### config.mk
export PLATFORM = sky130hd
export DESIGN_NAME = playback_controller
export DESIGN_NICKNAME = d
export VERILOG_FILES = /design/src/rtl/player_pkg.sv /design/src/rtl/tick_prescaler.sv /design/src/rtl/playback_controller.sv
export SDC_FILE = /design/constraint.sdc
export NUM_CORES = 1
export LEC_CHECK = 0
export CAP_MARGIN = 15
export CORE_ASPECT_RATIO = 1.25
export CORE_UTILIZATION = 49
export DETAILED_ROUTE_END_ITERATION = 16
export PLACE_DENSITY = 0.83
export SYNTH_ARGS = -nofsm -noshare
export SYNTH_HDL_FRONTEND = slang
export SYNTH_SLANG_ARGS = --single-unit
### constraint.sdc
create_clock -name clk -period 2.7 [get_ports clk]
set_clock_uncertainty 0.1 [all_clocks]
set_input_delay 0.27 -clock clk [delete_from_list [all_inputs] [get_ports clk]]
set_output_delay 0.27 -clock clk [all_outputs]
set_load 0.1 [all_outputs]
### src/rtl/player_pkg.sv
// Shared types and helpers for the music player playback controller.
package player_pkg;

   typedef enum logic [1:0] {
      STOPPED = 2'd0,
      PLAYING = 2'd1,
      PAUSED  = 2'd2,
      ADVANCE = 2'd3
   } player_state_e;

   typedef struct packed {
      logic [3:0] m0;
      logic [3:0] s1;
      logic [3:0] s0;
   } bcd_time_t;

   localparam int TRACK_LEN_W = 12;

   function automatic logic bcd_time_eq(input bcd_time_t a, input bcd_time_t b);
      return (a.m0 == b.m0) && (a.s1 == b.s1) && (a.s0 == b.s0);
   endfunction

endpackage

### src/rtl/tick_prescaler.sv
// Divides clk down to a one-cycle tick every CLK_HZ cycles while run_i is high.
// clear_i has priority over run_i; with neither asserted the phase is held.
module tick_prescaler #(
   parameter int CLK_HZ = 50_000_000
) (
   input  logic clk,
   input  logic reset,
   input  logic run_i,
   input  logic clear_i,
   output logic tick_o
);

   localparam int CNT_W = (CLK_HZ > 1) ? $clog2(CLK_HZ) : 1;
   localparam logic [CNT_W-1:0] CNT_LAST = CNT_W'(CLK_HZ - 1);

   logic [CNT_W-1:0] cnt_q, cnt_d;
   logic             tick_q, tick_d;

   always_comb begin
      cnt_d  = cnt_q;
      tick_d = 1'b0;
      if (clear_i) begin
         cnt_d = '0;
      end else if (run_i) begin
         if (cnt_q == CNT_LAST) begin
            cnt_d  = '0;
            tick_d = 1'b1;
         end else begin
            cnt_d = cnt_q + 1'b1;
         end
      end
   end

   always_ff @(posedge clk or posedge reset) begin
      if (reset) begin
         cnt_q  <= '0;
         tick_q <= 1'b0;
      end else begin
         cnt_q  <= cnt_d;
         tick_q <= tick_d;
      end
   end

   assign tick_o = tick_q;

endmodule

### src/rtl/playback_controller.sv
// Play/pause/stop/next/prev sequencer with 1 Hz timer control and end-of-track detect.
// Build option REPEAT_ALL_EN: last track wraps to track 0 and keeps playing.
//
// state   | meaning
// STOPPED | idle, timer cleared, next/prev only move the track index
// PLAYING | timer counting, prescaler running, end detect active
// PAUSED  | timer and prescaler phase held
// ADVANCE | one-cycle track change, then back to PLAYING or PAUSED
module playback_controller
   import player_pkg::*;
#(
   parameter int CLK_HZ         = 50_000_000,
   parameter int NUM_TRACKS     = 4,
   parameter int PREV_RESTART_S = 3,
   localparam int IDX_W         = (NUM_TRACKS > 1) ? $clog2(NUM_TRACKS) : 1
) (
   input  logic                              clk,
   input  logic                              reset,
   input  logic                              btn_play_pause,
   input  logic                              btn_stop,
   input  logic                              btn_next,
   input  logic                              btn_prev,
   input  logic [3:0]                        sec0,
   input  logic [3:0]                        sec1,
   input  logic [3:0]                        min0,
   input  logic [TRACK_LEN_W*NUM_TRACKS-1:0] track_len,
   output logic                              tick_1hz,
   output logic                              timer_count,
   output logic                              timer_clear,
   output logic [IDX_W-1:0]                  track_idx,
   output logic                              playing,
   output logic                              end_of_track
);

   localparam logic [IDX_W-1:0] LAST_IDX = IDX_W'(NUM_TRACKS - 1);

   player_state_e    state_q, state_d;
   player_state_e    ret_q, ret_d;
   logic [IDX_W-1:0] track_idx_q, track_idx_d;
   logic             timer_clear_q, timer_clear_d;
   logic             eot_q, eot_d;
   logic             playing_q, count_q;

   logic [IDX_W-1:0] idx_inc, idx_dec;
   logic             prev_restart;
   logic             at_end;
   bcd_time_t        cur_time, cur_len;

   assign cur_time = {min0, sec1, sec0};
   assign cur_len  = bcd_time_t'(track_len[TRACK_LEN_W*32'(track_idx_q) +: TRACK_LEN_W]);
   assign at_end   = bcd_time_eq(cur_time, cur_len);

   assign idx_inc = (track_idx_q == LAST_IDX) ? '0 : track_idx_q + 1'b1;
   assign idx_dec = (track_idx_q == '0) ? LAST_IDX : track_idx_q - 1'b1;

   assign prev_restart = ({min0, sec1} != 8'd0) || (sec0 >= 4'(PREV_RESTART_S));

   always_comb begin
      state_d       = state_q;
      ret_d         = ret_q;
      track_idx_d   = track_idx_q;
      timer_clear_d = 1'b0;
      eot_d         = 1'b0;
      case (state_q)
         STOPPED: begin
            if (btn_stop) begin
               state_d = STOPPED;
            end else if (btn_next) begin
               track_idx_d = idx_inc;
            end else if (btn_prev) begin
               if (prev_restart) timer_clear_d = 1'b1;
               else              track_idx_d   = idx_dec;
            end else if (btn_play_pause) begin
               state_d = PLAYING;
            end
         end
         PLAYING, PAUSED: begin
            if (btn_stop) begin
               state_d       = STOPPED;
               timer_clear_d = 1'b1;
            end else if (btn_next || btn_prev) begin
               state_d       = ADVANCE;
               ret_d         = state_q;
               timer_clear_d = 1'b1;
               if (btn_next)          track_idx_d = idx_inc;
               else if (!prev_restart) track_idx_d = idx_dec;
            end else if (btn_play_pause) begin
               state_d = (state_q == PLAYING) ? PAUSED : PLAYING;
            end else if ((state_q == PLAYING) && at_end) begin
               eot_d         = 1'b1;
               timer_clear_d = 1'b1;
               track_idx_d   = idx_inc;
               ret_d         = PLAYING;
`ifdef REPEAT_ALL_EN
               state_d       = ADVANCE;
`else
               // Running off the last track ends the playlist.
               state_d       = (track_idx_q == LAST_IDX) ? STOPPED : ADVANCE;
`endif
            end
         end
         ADVANCE: begin
            if (btn_stop) begin
               state_d       = STOPPED;
               timer_clear_d = 1'b1;
            end else begin
               state_d = ret_q;
            end
         end
         default: begin
            state_d       = STOPPED;
            timer_clear_d = 1'b1;
         end
      endcase
   end

   always_ff @(posedge clk or posedge reset) begin
      if (reset) begin
         state_q       <= STOPPED;
         ret_q         <= PLAYING;
         track_idx_q   <= '0;
         timer_clear_q <= 1'b1;
         eot_q         <= 1'b0;
         playing_q     <= 1'b0;
         count_q       <= 1'b0;
      end else begin
         state_q       <= state_d;
         ret_q         <= ret_d;
         track_idx_q   <= track_idx_d;
         timer_clear_q <= timer_clear_d;
         eot_q         <= eot_d;
         playing_q     <= (state_d == PLAYING);
         count_q       <= (state_d == PLAYING);
      end
   end

   tick_prescaler #(
      .CLK_HZ (CLK_HZ)
   ) u_prescaler (
      .clk     (clk),
      .reset   (reset),
      .run_i   (state_q == PLAYING),
      .clear_i ((state_q == STOPPED) || (state_q == ADVANCE)),
      .tick_o  (tick_1hz)
   );

   assign timer_count  = count_q;
   assign timer_clear  = timer_clear_q;
   assign track_idx    = track_idx_q;
   assign playing      = playing_q;
   assign end_of_track = eot_q;

endmodule

==> impl_metrics.toml <==
[clock_tree]
clk_root_buffer_cell = "clkbuf_8"
clk_latency_ps = 290
clkSlewWorstSetupHoldPaths_ps = 70
htreeDepth = 2
cts_setup_buffers = 0
clock_sinks = 36
cts.path.max_buffers = 2
post_cts_resized = 0
tritoncts = "built"
cts_made_buffers = 5
postCtsHoldBufs = 0

[placed_design]
placed_area_sq_um = 3440
place_congestion = 0.860
dp_cells = 423
dp_hpwl_mm = 5.31
io_buffers = 72

[synth]
synth_area_leaders = "dfrtp_1 (33%), xor2_1 (9.1%), mux2i_1 (5.4%)"
yosys_warnings = 0
synth_cell_types = 53
yosysSeqAreaShare = 0.346
syn-num-nets = 360
synth_most_common_cell = "dfrtp_1"
ys_async_sr_fraction = 1.00
ys_seq_elements = 36
synth.cell_area_sq_um = 2610
synth_ff_type = "dfrtp_1"
synth_commonest_cells = "dfrtp_1 (34), nor2_1 (31), xor2_1 (27)"
syn_avg_cell_area_sq_um = 9.09
synthDominantCellAreaShare = 0.326
synth_edf_count = 0
synthCells = 287
synth_top_cell_by_area = "dfrtp_1"

[timing]
relSlewSlack = 0.695
slew_viol_final = 0
setup_violations = 0
fin_crit_sh = 0.945
fmax_ghz = 0.392
whs_ps = 271
hold_violations = 0
worst_slew_pin_slew_ps = 456
rsz0062_at_grt = "no"
final.min_clock_period_ps = 2550

[critical_path]
rr_worst_depth = 7
crit_path_end_kind = "flip-flop"
critPathMaxFanout = 7
critical_path.slowest_cell = "mux4_1"
worstPathRequired_ps = 2770
crit_arrival_ps = 2620
path_cells = "mux4_1 -> xnor2_1 -> nand4_1 -> a211o_1 -> or2_1 -> a211o_1 -> o21a_1"
r2r_end = "timer_count"
cpMostUsedCell = "a211o_1"
r2r_slack_ps = 150
cp-start-kind = "flip-flop"
critPathMaxStageDelay_ps = 580
r2r_start = "track_idx[0]"
worstSetupPathType = "reg2reg"

[final_layout]
multiInputGateArea_sq_um = 1610
nFillCells = 390
final_cells = 433
utilization = 0.697
nets = 443
fin_area_sq_um = 3560
diodes = 0
area_growth_pct = 36.6
register_area_sq_um = 908
layout-drive-gt1-share = 0.129

[drt]
drt_iter0_drc = 141
first_pass_iters = 4
drc = 0
wirelength_mm = 6.54
postRouteAntennaNets = 0
wl_per_cell_um = 15.1
vias_per_cell = 5.77
via_count = 2500

[global_route]
grt_pass1_wl_mm = 10.9
antenna_found_initial = 0
grt_use_total = 0.250
grt.overflow.total = 0
grt_max_degree = 37
grt_pass1_vias = 2552

[die]
initial_core_util = 0.510
ios = 73
core_sq_um = 5120
die_x_um = 67.3
die_height_um = 83.6
dieArea_sq_um = 5620
rows = 29

[power]
cellPowerDensity_nw_per_um2 = 518
ir_worst_vdd_mv = 0.279
p_leak_nw = 1.47
power_mw = 1.85

[min_path]
hp-class = "in2async"

[job]
max_cap_viol_count = 0

[run_status]
status = "complete, no violations"
==> report_power, final <==
group | leakage [nW] | switching, mW | total [mW] | internal, mW
Combinational | 0.923 | 0.387 | 0.757 | 0.369
Sequential | 0.490 | 0.0539 | 0.631 | 0.577
Clock | 0.0552 | 0.184 | 0.458 | 0.274
Total | 1.47 | 0.626 | 1.85 | 1.22
==> registers in the layout, summed over array words and instances (netlist names) <==
name / count
u_prescaler.cnt_q: 26
ret_q: 2
state_q: 2
track_idx: 2
end_of_track: 1
timer_clear: 1
timer_count: 1
u_prescaler.tick_o: 1
==> area by class of cell <==
| type | count | area share |
|---|---|---|
| flip-flops and latches | 36 | 0.255 |
| repair buffers | 87 | 0.232 |
| multi-input cells | 231 | 0.451 |
| well taps | 62 | 0.0218 |
| clock buffers | 6 | 0.0204 |
| inverters | 9 | 0.00948 |
| clock inverters | 2 | 0.00983 |
==> how the worst max path moves through the flow <==
stage | depth (start not counted) | to | from
2_1_floorplan | 9 | timer_count | track_idx[0]
3_3_place_gp | 8 | timer_count | track_len[13]
3_5_place_dp | 8 | track_idx[0] | track_len[13]
4_1_cts | 8 | timer_count | track_idx[0]
5_1_grt | 8 | u_prescaler.cnt_q[2] | u_prescaler.cnt_q[0]
6_report | 7 | timer_count | track_idx[0]
==> metal layers <==
metal | share of wire | global-route usage | vias to the layer above
li1 | - | - | 1204
met1 | 0.36 | 0.247 | 1182
met2 | 0.56 | 0.472 | 93
met3 | 0.052 | 0.0546 | 21
met4 | 0.031 | 0.110 | 0
met5 | 0 | 0 | -
==> worst max-delay path, delay by kind of cell (launching register included) <==
| family | cells | cell delay [ps] |
|---|---|---|
| AOI/OAI and AO/OA | 3 | 710 |
| DFF | 1 | 490 |
| xor gates and xnor gates | 1 | 160 |
| and+or+nand+nor | 2 | 400 |
| muxes | 1 | 580 |
==> kinds of logic after synthesis <==
family | after synthesis | synth area share
compound gates | 53 | 0.137
xor+xnor | 35 | 0.118
fa+ha+maj | 7 | 0.0336
buf+inv | 20 | 0.0403
flops | 36 | 0.346
mux | 19 | 0.0983
simple gates | 117 | 0.227
==> stage by stage <==
step	TNS [ps]	setup slack [ps]
floorplan	-22.1	-22.1
global route	0	14.1
detailed placement	0	10.9
global placement	0	78.2
finish	0	149
CTS	0	87.5
==> cells in the final DEF (no fill, tap or decap), types with 7 or more instances in the layout <==
cell             synthesis  routed
nand3_1                 18      18
xnor2_1                  8       7
a21oi_1                  9       9
nor2_1                  31      31
inv_1                    8       8
nand2_1                 19      19
buf_4                    1      20
dfrtp_1                 34      32
ha_1                     7       7
clkdlybuf4s50_1          0      65
nor3_1                  12      12
xor2_1                  27      27
mux2i_1                 14      14
o21ai_0                 13      13
nand4_1                  7       7
(Power assumes the default switching activity.)
